===== src/rtl/hilo_ctrl.sv =====
// rtl/hilo_ctrl.sv - HI/LO register and divider sequencing controller.
// Optional divide-by-zero early trap is enabled by defining DIV_ZERO_TRAP_EN.
module hilo_ctrl (
  input  logic        clk,
  input  logic        reset,
  input  logic        op_start,
  input  logic [31:0] op_a,
  input  logic [31:0] op_b,
  input  logic        mthi_we,
  input  logic        mtlo_we,
  input  logic [31:0] wdata,
  output logic        div_resetlocal,
  output logic [31:0] div_dividend,
  output logic [31:0] div_divisor,
  input  logic [31:0] div_hi,
  input  logic [31:0] div_lo,
  input  logic        div_zero,
  output logic [31:0] hi,
  output logic [31:0] lo,
  output logic        busy,
  output logic        done,
  output logic        div_zero_exc
);

  typedef enum logic [1:0] {IDLE, LOAD, RUN, CAPT} state_t;

  state_t      state_q, state_d;
  logic [4:0]  cnt_q, cnt_d;
  logic [31:0] a_q, a_d;
  logic [31:0] b_q, b_d;
  logic [31:0] hi_q, hi_d;
  logic [31:0] lo_q, lo_d;
  logic        done_q, done_d;
  logic        exc_q, exc_d;

  always_ff @(posedge clk) begin
    if (reset) begin
      state_q <= IDLE;
      cnt_q   <= '0;
      a_q     <= '0;
      b_q     <= '0;
      hi_q    <= '0;
      lo_q    <= '0;
      done_q  <= 1'b0;
      exc_q   <= 1'b0;
    end else begin
      state_q <= state_d;
      cnt_q   <= cnt_d;
      a_q     <= a_d;
      b_q     <= b_d;
      hi_q    <= hi_d;
      lo_q    <= lo_d;
      done_q  <= done_d;
      exc_q   <= exc_d;
    end
  end

  always_comb begin
    state_d = state_q;
    cnt_d   = cnt_q;
    a_d     = a_q;
    b_d     = b_q;
    hi_d    = hi_q;
    lo_d    = lo_q;
    done_d  = 1'b0;
    exc_d   = 1'b0;
    case (state_q)
      IDLE: begin
        // Architectural writes and a new start may coincide; both are honoured.
        if (mthi_we) hi_d = wdata;
        if (mtlo_we) lo_d = wdata;
        if (op_start) begin
          a_d     = op_a;
          b_d     = op_b;
          state_d = LOAD;
        end
      end
      LOAD: begin
        cnt_d   = '0;
        state_d = RUN;
      end
      RUN: begin
        cnt_d = cnt_q + 5'd1;
`ifdef DIV_ZERO_TRAP_EN
        if (cnt_q == 5'd0 && div_zero) begin
          state_d = IDLE;
          done_d  = 1'b1;
          exc_d   = 1'b1;
        end else if (cnt_q == 5'd31) begin
          state_d = CAPT;
        end
`else
        if (cnt_q == 5'd31) state_d = CAPT;
`endif
      end
      CAPT: begin
        hi_d    = div_hi;
        lo_d    = div_lo;
        done_d  = 1'b1;
        state_d = IDLE;
      end
      default: state_d = IDLE;
    endcase
  end

`ifndef DIV_ZERO_TRAP_EN
  logic unused_div_zero;
  assign unused_div_zero = div_zero;
`endif

  assign div_resetlocal = (state_q == LOAD);
  assign div_dividend   = a_q;
  assign div_divisor    = b_q;
  assign hi             = hi_q;
  assign lo             = lo_q;
  assign busy           = (state_q != IDLE);
  assign done           = done_q;
  assign div_zero_exc   = exc_q;

endmodule


===== config.mk =====
export PLATFORM = sky130hd
export DESIGN_NAME = hilo_ctrl
export DESIGN_NICKNAME = d
export VERILOG_FILES = /design/src/rtl/hilo_ctrl.sv
export SDC_FILE = /design/constraint.sdc
export NUM_CORES = 1
export LEC_CHECK = 0
export ABC_AREA = 1
export CAP_MARGIN = 15
export CORE_MARGIN = 2
export CORE_UTILIZATION = 38
export CTS_BUF_LIST = sky130_fd_sc_hd__clkbuf_4 sky130_fd_sc_hd__clkbuf_8
export DETAILED_ROUTE_END_ITERATION = 10
export PLACE_DENSITY_LB_ADDON = 0.15
export SLEW_MARGIN = 25
export SYNTH_ARGS = -nofsm -noshare
export SYNTH_HDL_FRONTEND = slang
export SYNTH_SLANG_ARGS = --single-unit

===== constraint.sdc =====
create_clock -name clk -period 1.3 [get_ports clk]
set_input_delay 0.26 -clock clk [delete_from_list [all_inputs] [get_ports clk]]
set_output_delay 0.26 -clock clk [all_outputs]
set_load 0.05 [all_outputs]

# After elaboration in Yosys (flattened, before gate mapping)
# Index checks and enable logic that the tools add are counted.
# word_totals
ff_bits	136
inputBits	166
output_inout_bits	132
word_cells	33
# op_classes
n_addsub	1
eq_ne	8
n_mux	9
reduce_logical	8
# op_table
operator	count
$pmux 32 s2	2
$mux 32	2
$pmux 5 s2	1
$ne 2x2->1 const B	4
$pmux 2 s4	1
$reduce_and 2->1	4
$reduce_bool 2->1	3
$add 5x1->5 const B	1
$eq 5x5->1 const B	1
$eq 2x2->1 const B	2
$mux 2	2
$eq 2x1->1 const B	1
$logic_not 2->1	1
$mux 1	1

# Longest topological paths before layout
# Gate-level depths: netlist (run 1).
# depth
ltp_word	3
ltp_mapped	8
mapped_depth_nobuf	8

# Worst setup path before layout (run 1)
# No wires, ideal clock.
# synth_timing
path_kind	flip-flop to flip-flop
startpoint	register state_q[0]
endpoint	register lo_q[10] (netlist: lo[10])
setup_time_ns	0.064
arrival_ns	1.479
path_slack_ns	-0.243
stages_incl_launch_ff	9
synth_period_minus_slack_ns	1.543
path_cell_list	dfxtp_1 > inv_1 > ha_1 > inv_2 > nand2_1 > buf_2 > nand3_1 > nand2_1 > nor2_1
# synth_via
elab_chain_len	3
elab_cells_between_ends	6
classes_between	2 x eq/ne; 1 x mux; 3 x reduce/logical
# synth_lines
element	line_no	rtl
start: declaration	27	state_t state_q, state_d;
start signal: assignment	47	state_q <= state_d;
$logic_not 2->1 / $eq 2x2->1 (equally long branches)	67	case (state_q)
$ne 2x2->1 (no line) / $reduce_bool 2->1 (equally long branches)	n/a	
$reduce_and 2->1 (no line)	n/a	
end signal: assignment	52	lo_q <= lo_d;
end: declaration	32	logic [31:0] lo_q, lo_d;
# Several ways; a longest one is shown, not always the timed one.
# A chain may end at the register's enable or synchronous reset.

# Final worst setup path (run 1)
# layout_timing
startpoint	register state_q[0]
endpoint	output busy
# layout_via
elab_chain_len	1
# layout_lines
element	line_no	rtl
$reduce_bool 2->1	116	assign busy = (state_q != IDLE);
end: declaration	20	output logic busy,
# No other way between the ends.

==> results of run 1 <==
-- registers in the layout (all words and copies together) (netlist names) --
register,count
lo,32
done,1
div_dividend,32
state_q,2
cnt_q,5
hi,32
div_divisor,32
-- report_power, final --
part	total (uW)	leakage [uW]	switching [uW]	internal, uW
Sequential	6900	0.00113	1380	5520
Combinational	16700	0.00381	8840	7890
Clock	3700	0.000210	1610	2090
Total	27300	0.00515	11800	15500
-- per-stage QoR --
stage          total power (uW)  setup TNS (ns)  area (sq um)
6_report                  27300          -17.55         11900
5_1_grt                   28600          -26.94         11900
4_1_cts                   27000          -18.01         11600
3_5_place_dp              22500          -18.47         10800
3_3_place_gp              22300          -15.09         10800
2_1_floorplan             14400           -2.34          6110
-- critical path, cell delays in order (launching register included) --
cell     delay [ns]
dfxtp_2        0.34
inv_2          0.09
ha_4           0.16
inv_4          0.03
buf_6          0.10
buf_12         0.13
-- what timing repair did --
action | 4_1_cts | 5_1_grt
pin swaps | 10 | 7
gates cloned | 8 | 3
gates resized for setup | 64 | 102
setup endpoints to repair | 133 | 137
setup buffers | 11 | 1
-- synthesized netlist by cell type --
library cell,instances,area (sq um)
buf_2,28,140
inv_2,3,11.3
clkbuf_1,29,109
conb_1,1,3.75
nor2_1,266,998
nand3_1,68,340
inv_1,104,390
buf_4,3,22.5
ha_1,6,75.1
o21ai_0,129,646
a21oi_1,6,30.0
nor2_2,2,12.5
and3_1,1,6.26
dfxtp_1,136,2720
nand2_1,144,541
-- placed cells by master, fill, tap and decap left out --
cell | netlist | final
and3_1 | 1 | 1
buf_8 | 0 | 6
a21oi_2 | 0 | 2
nand2_4 | 0 | 3
nand3_1 | 68 | 67
inv_1 | 104 | 99
buf_6 | 0 | 8
nand2_8 | 0 | 1
clkinv_2 | 0 | 4
clkbuf_16 | 0 | 3
inv_4 | 0 | 1
nor2_2 | 2 | 22
nand2_1 | 144 | 137
clkdlybuf4s50_1 | 0 | 164
bufinv_16 | 0 | 3
dfxtp_1 | 136 | 133
buf_12 | 0 | 146
ha_1 | 6 | 2
buf_16 | 0 | 8
ha_4 | 0 | 3
conb_1 | 1 | 1
inv_2 | 3 | 5
buf_4 | 3 | 18
clkbuf_4 | 0 | 1
clkbuf_8 | 0 | 21
nand3_2 | 0 | 1
nand2_2 | 0 | 3
o21ai_2 | 0 | 9
dfxtp_2 | 0 | 3
o21ai_1 | 0 | 64
nor2_4 | 0 | 4
clkinvlp_4 | 0 | 2
inv_8 | 0 | 1
a21oi_1 | 6 | 4
ha_2 | 0 | 1
nor2_1 | 266 | 242
o21ai_0 | 129 | 56
-- worst max-delay path by stage --
stage / to / startpoint / cells after the start / slack [ns]
floorplan: div_dividend[0] / state_q[1] / 7 / -0.02
global placement: div_dividend[0] / op_start / 6 / -0.17
detailed placement: div_divisor[19] / op_start / 6 / -0.22
CTS: busy / state_q[1] / 5 / -0.25
global route: lo[13] / state_q[0] / 9 / -0.31
finish: busy / state_q[0] / 5 / -0.24
-- area by class of cell --
| class | instances | area (sq um) |
|---|---|---|
| clock buffers | 22 | 297 |
| clock inverters | 8 | 120 |
| fillers | 1132 | 3850 |
| multi-input cells | 623 | 2870 |
| well taps | 216 | 270 |
| inverters | 107 | 413 |
| flip-flops and latches | 136 | 2730 |
| repair buffers | 353 | 5170 |
-- cells by family after synthesis --
family,Yosys count,share of synthesized area
compound gates,135,0.112
buf+inv,167,0.111
simple gates,481,0.314
flops,136,0.450
fa+ha+maj,6,0.0124
other cells,1,0.000620
-- metal layers --
metal	GRT usage	up-vias	wire (microns)
met3	0.0783	44	1850
met4	0.0949	0	597
met2	0.451	269	11400
met1	0.278	3113	8410
met5	0	-	0
li1	-	3475	-
==> results.sh, run 1 <==
export IMPL_status="complete, but fails checks"
export IMPL_violations="negative setup slack"
export IMPL_grt_pass1_vias=6392
export IMPL_peakVddDrop_v=0.00130
export IMPL_drt_initial_drc_count=378
export IMPL_cts_tree="done"
export IMPL_cap_violations=0
export IMPL_syn_nets=1098
export IMPL_finalSetupViolations=119
export IMPL_nNetsFinal=1410
export IMPL_dp_hpwl_microns=14900
export IMPL_die_height_microns=130
export IMPL_stdcell_count=1465
export IMPL_yosysUniqueCellTypes=15
export IMPL_r2r_end="lo[13]"
export IMPL_drt_pass1_iter_count=5
export IMPL_avgRoutedWirePerCell_microns=15.2
export IMPL_r2r_start="state_q[0]"
export IMPL_rows=46
export IMPL_ys_ff_latch=136
export IMPL_powerDensity_mw_per_mm2=2300
export IMPL_initial_core_util=0.385
export IMPL_hold_depth=3
export IMPL_rrSetupSlack_ns=-0.23
export IMPL_yosysSeqAreaShare=0.450
export IMPL_cp_max_fo=3
export IMPL_cts_sinks=136
export IMPL_p_leak_uw=0.00515
export IMPL_n_antenna_cell=0
export IMPL_avgViaCountPerCell=4.71
export IMPL_yosys_warnings=0
export IMPL_grt_pass1_wl_microns=33000
export IMPL_grt_max_degree=42
export IMPL_final_util=0.755
export IMPL_startpoint_type="register"
export IMPL_drtAntennaViolNets=0
export IMPL_hold_buffers=0
export IMPL_wirelength_microns=22300
export IMPL_dpl_worst_slack_ns=-0.223
export IMPL_cts_root_buf="clkbuf_8"
export IMPL_synth_cells=926
export IMPL_port_buffers=295
export IMPL_antenna_found_initial=0
export IMPL_layout_drive_gt1_share=0.223
export IMPL_cts_buffers=17
export IMPL_place_gp_congestion=0.810
export IMPL_period_minus_slack_ns=1.54
export IMPL_syn_area_sq_mm=0.00605
export IMPL_min_to="div_dividend[18]"
export IMPL_synth_avg_cell_area_sq_um=6.53
export IMPL_drcViolationCount=0
export IMPL_hp_start="op_a[18]"
export IMPL_globalRouteOverflowTotal=0
export IMPL_clock_skew_ns=0.0120
export IMPL_clk_latency_ns=0.44
export IMPL_dieArea_sq_mm=0.0169
export IMPL_die_w_microns=130
export IMPL_cp_required_ns=1.04
export IMPL_htreeDepth=4
export IMPL_clock_fmax_mhz=647
export IMPL_path_class="register to primary output"
export IMPL_cts_max_path_buffers=2
export IMPL_core_area_sq_mm=0.0157
export IMPL_r2r_cells=9
export IMPL_hold_viol=0
export IMPL_holdWs_ns=0.417
export IMPL_syn2layout_area_growth_pct=96.2
export IMPL_setup_ws_ns=-0.244
export IMPL_pin_count=298
export IMPL_grtUsageTotal=0.251
export IMPL_finalCritPeriodShare=1.19
export IMPL_via_count=6901
export IMPL_worst_setup_path_end_kind="primary output"
export IMPL_grt_setup_unrepaired="yes"
export IMPL_dp_cells=1414
export IMPL_cts_clk_slew_worst_paths_ns=0.08
export IMPL_arrival_ns=1.28
export IMPL_worstHoldPathType="input pin to register"
export IMPL_slew_violations=0
No activity file was read; power rests on OpenSTA's default activity.
==> run 2: changes to the inputs <==
Settings changed: CORE_MARGIN 2 to default, SKIP_CTS_REPAIR_TIMING from default to 1.
==> run 2 against run 1 <==
  * The run still ends with negative setup slack left
  * Via count is 1.2% lower
  * Non-clock buffer count is 2 higher
  * Cell count about the same
  * Sequential share of layout area rose by 0.49 points
  * Flip-flop and latch count is the same
  * Global-route usage shrank 0.52 points
  * Setup slack got worse by 0.026 ns
  * Register-to-register slack about the same
  * Critical path depth down 1
  * Power is 0.36% lower
  * Hold slack got worse by 0.017 ns
  * Critical path type unchanged
  * Critical endpoint is now div_resetlocal
  * Largest cell class unchanged
==> results.sh, run 2 (same netlist as run 1, synthesis figures left out) <==
export IMPL_drtAntennaViolNets=0
export IMPL_syn2layout_area_growth_pct=94.2
export IMPL_globalRouteOverflowTotal=0
export IMPL_status="complete, but fails checks"
export IMPL_port_buffers=295
export IMPL_clock_skew_ns=0.00793
export IMPL_worstHoldPathType="input pin to register"
export IMPL_dp_hpwl_microns=14900
export IMPL_path_class="register to primary output"
export IMPL_pin_count=298
export IMPL_p_leak_uw=0.00510
export IMPL_grt_pass1_vias=6367
export IMPL_cp_max_fo=3
export IMPL_grt_max_degree=66
export IMPL_antenna_found_initial=0
export IMPL_fillers=1135
export IMPL_worst_setup_path_end_kind="primary output"
export IMPL_cts_sinks=136
export IMPL_rows=45
export IMPL_crit_chain="inv_4, buf_4, ha_4, buf_12"
export IMPL_startpoint_type="register"
export IMPL_dp_cells=1411
export IMPL_avgViaCountPerCell=4.66
export IMPL_grt_pass1_wl_microns=31400
export IMPL_setup_ws_ns=-0.271
export IMPL_place_gp_congestion=0.804
export IMPL_n_antenna_cell=0
export IMPL_nNetsFinal=1412
export IMPL_cp_required_ns=1.04
export IMPL_layout_common_cells="258 x nor2_1, 164 x clkdlybuf4s50_1, 143 x buf_12, 140 x nand2_1, 113 x dfxtp_1"
export IMPL_core_area_sq_mm=0.0154
export IMPL_layout_drive_gt1_share=0.220
export IMPL_finalSetupViolations=130
export IMPL_wirelength_microns=22200
export IMPL_cap_violations=0
export IMPL_cts_buffers=17
export IMPL_final_common_cell="nor2_1"
export IMPL_via_count=6821
export IMPL_ff_latch_area_sq_mm=0.00276
export IMPL_avgRoutedWirePerCell_microns=15.1
export IMPL_period_minus_slack_ns=1.57
export IMPL_r2r_cells=10
export IMPL_powerDensity_mw_per_mm2=2320
export IMPL_dieArea_sq_mm=0.0164
export IMPL_grt_setup_unrepaired="yes"
export IMPL_crit_slowest_cell="dfxtp_4"
export IMPL_hold_viol=0
export IMPL_slew_violations=0
export IMPL_hold_depth=3
export IMPL_power_uw=27200
export IMPL_die_height_microns=128
export IMPL_stdcell_count=1464
export IMPL_clock_fmax_mhz=637
export IMPL_arrival_ns=1.31
export IMPL_violations="negative setup slack"
export IMPL_cts_root_buf="clkbuf_8"
export IMPL_cts_clk_slew_worst_paths_ns=0.08
export IMPL_critical_path_max_stage_delay_ns=0.38
export IMPL_peakVddDrop_v=0.00129
export IMPL_drcViolationCount=0
export IMPL_clk_latency_ns=0.45
export IMPL_die_w_microns=128
export IMPL_cts_tree="done"
export IMPL_htreeDepth=4
export IMPL_holdWs_ns=0.400
export IMPL_grtUsageTotal=0.246
export IMPL_drt_pass1_iter_count=4
export IMPL_drt_initial_drc_count=307
export IMPL_cts_max_path_buffers=2
export IMPL_finalCritPeriodShare=1.21
export IMPL_multiInputGateArea_sq_mm=0.00279
export IMPL_initial_core_util=0.393
[run 2: layout make-up]
type,count,area share
Timing Repair Buffer,355,0.434
Multi-Input combinational cell,623,0.238
Sequential cell,136,0.235
Inverter,107,0.0356
Tap cell,211,0.0225
Clock buffer,18,0.0211
Clock inverter,14,0.0148
[run 2: final timing paths]
path	end	slack (ns)	from
worst max-delay path	div_resetlocal	-0.27	state_q[1]
worst max register to register	lo[7]	-0.24	state_q[0]
worst min-delay path	div_dividend[11]	0.40	op_a[11]
worst min register to register	cnt_q[4]	0.49	cnt_q[4]
[run 2: where the power goes]
part	internal, uW	switching, uW	total, uW
combinational	7800	8740	16500
sequential	5570	1390	6960
clock	1950	1770	3730
[run 2: per-stage QoR]
stage	util	setup TNS [ns]	setup WS, ns	instance area [sq um]
2_1_floorplan	-	-2.34	-0.0216	6110
3_3_place_gp	0.701	-14.01	-0.140	10800
3_5_place_dp	0.701	-17.99	-0.179	10800
4_1_cts	0.728	-17.72	-0.445	11200
5_1_grt	0.764	-26.40	-0.323	11700
6_report	0.764	-17.18	-0.271	11700
[run 2: worst max-delay path: cells and delay by family, from the launching register on]
kind / cells / cell delay, ns
flops: 1 / 0.38
buf+inv: 3 / 0.31
fa+ha+maj: 1 / 0.16
[run 2: layer usage]
layer,GRT usage,vias up,routed length (microns),share of wire
met5,0,-,0,0
met4,0.103,0,542,0.024
met3,0.0897,31,1800,0.081
met2,0.425,223,10900,0.49
met1,0.272,3094,8930,0.40
li1,-,3473,-,-
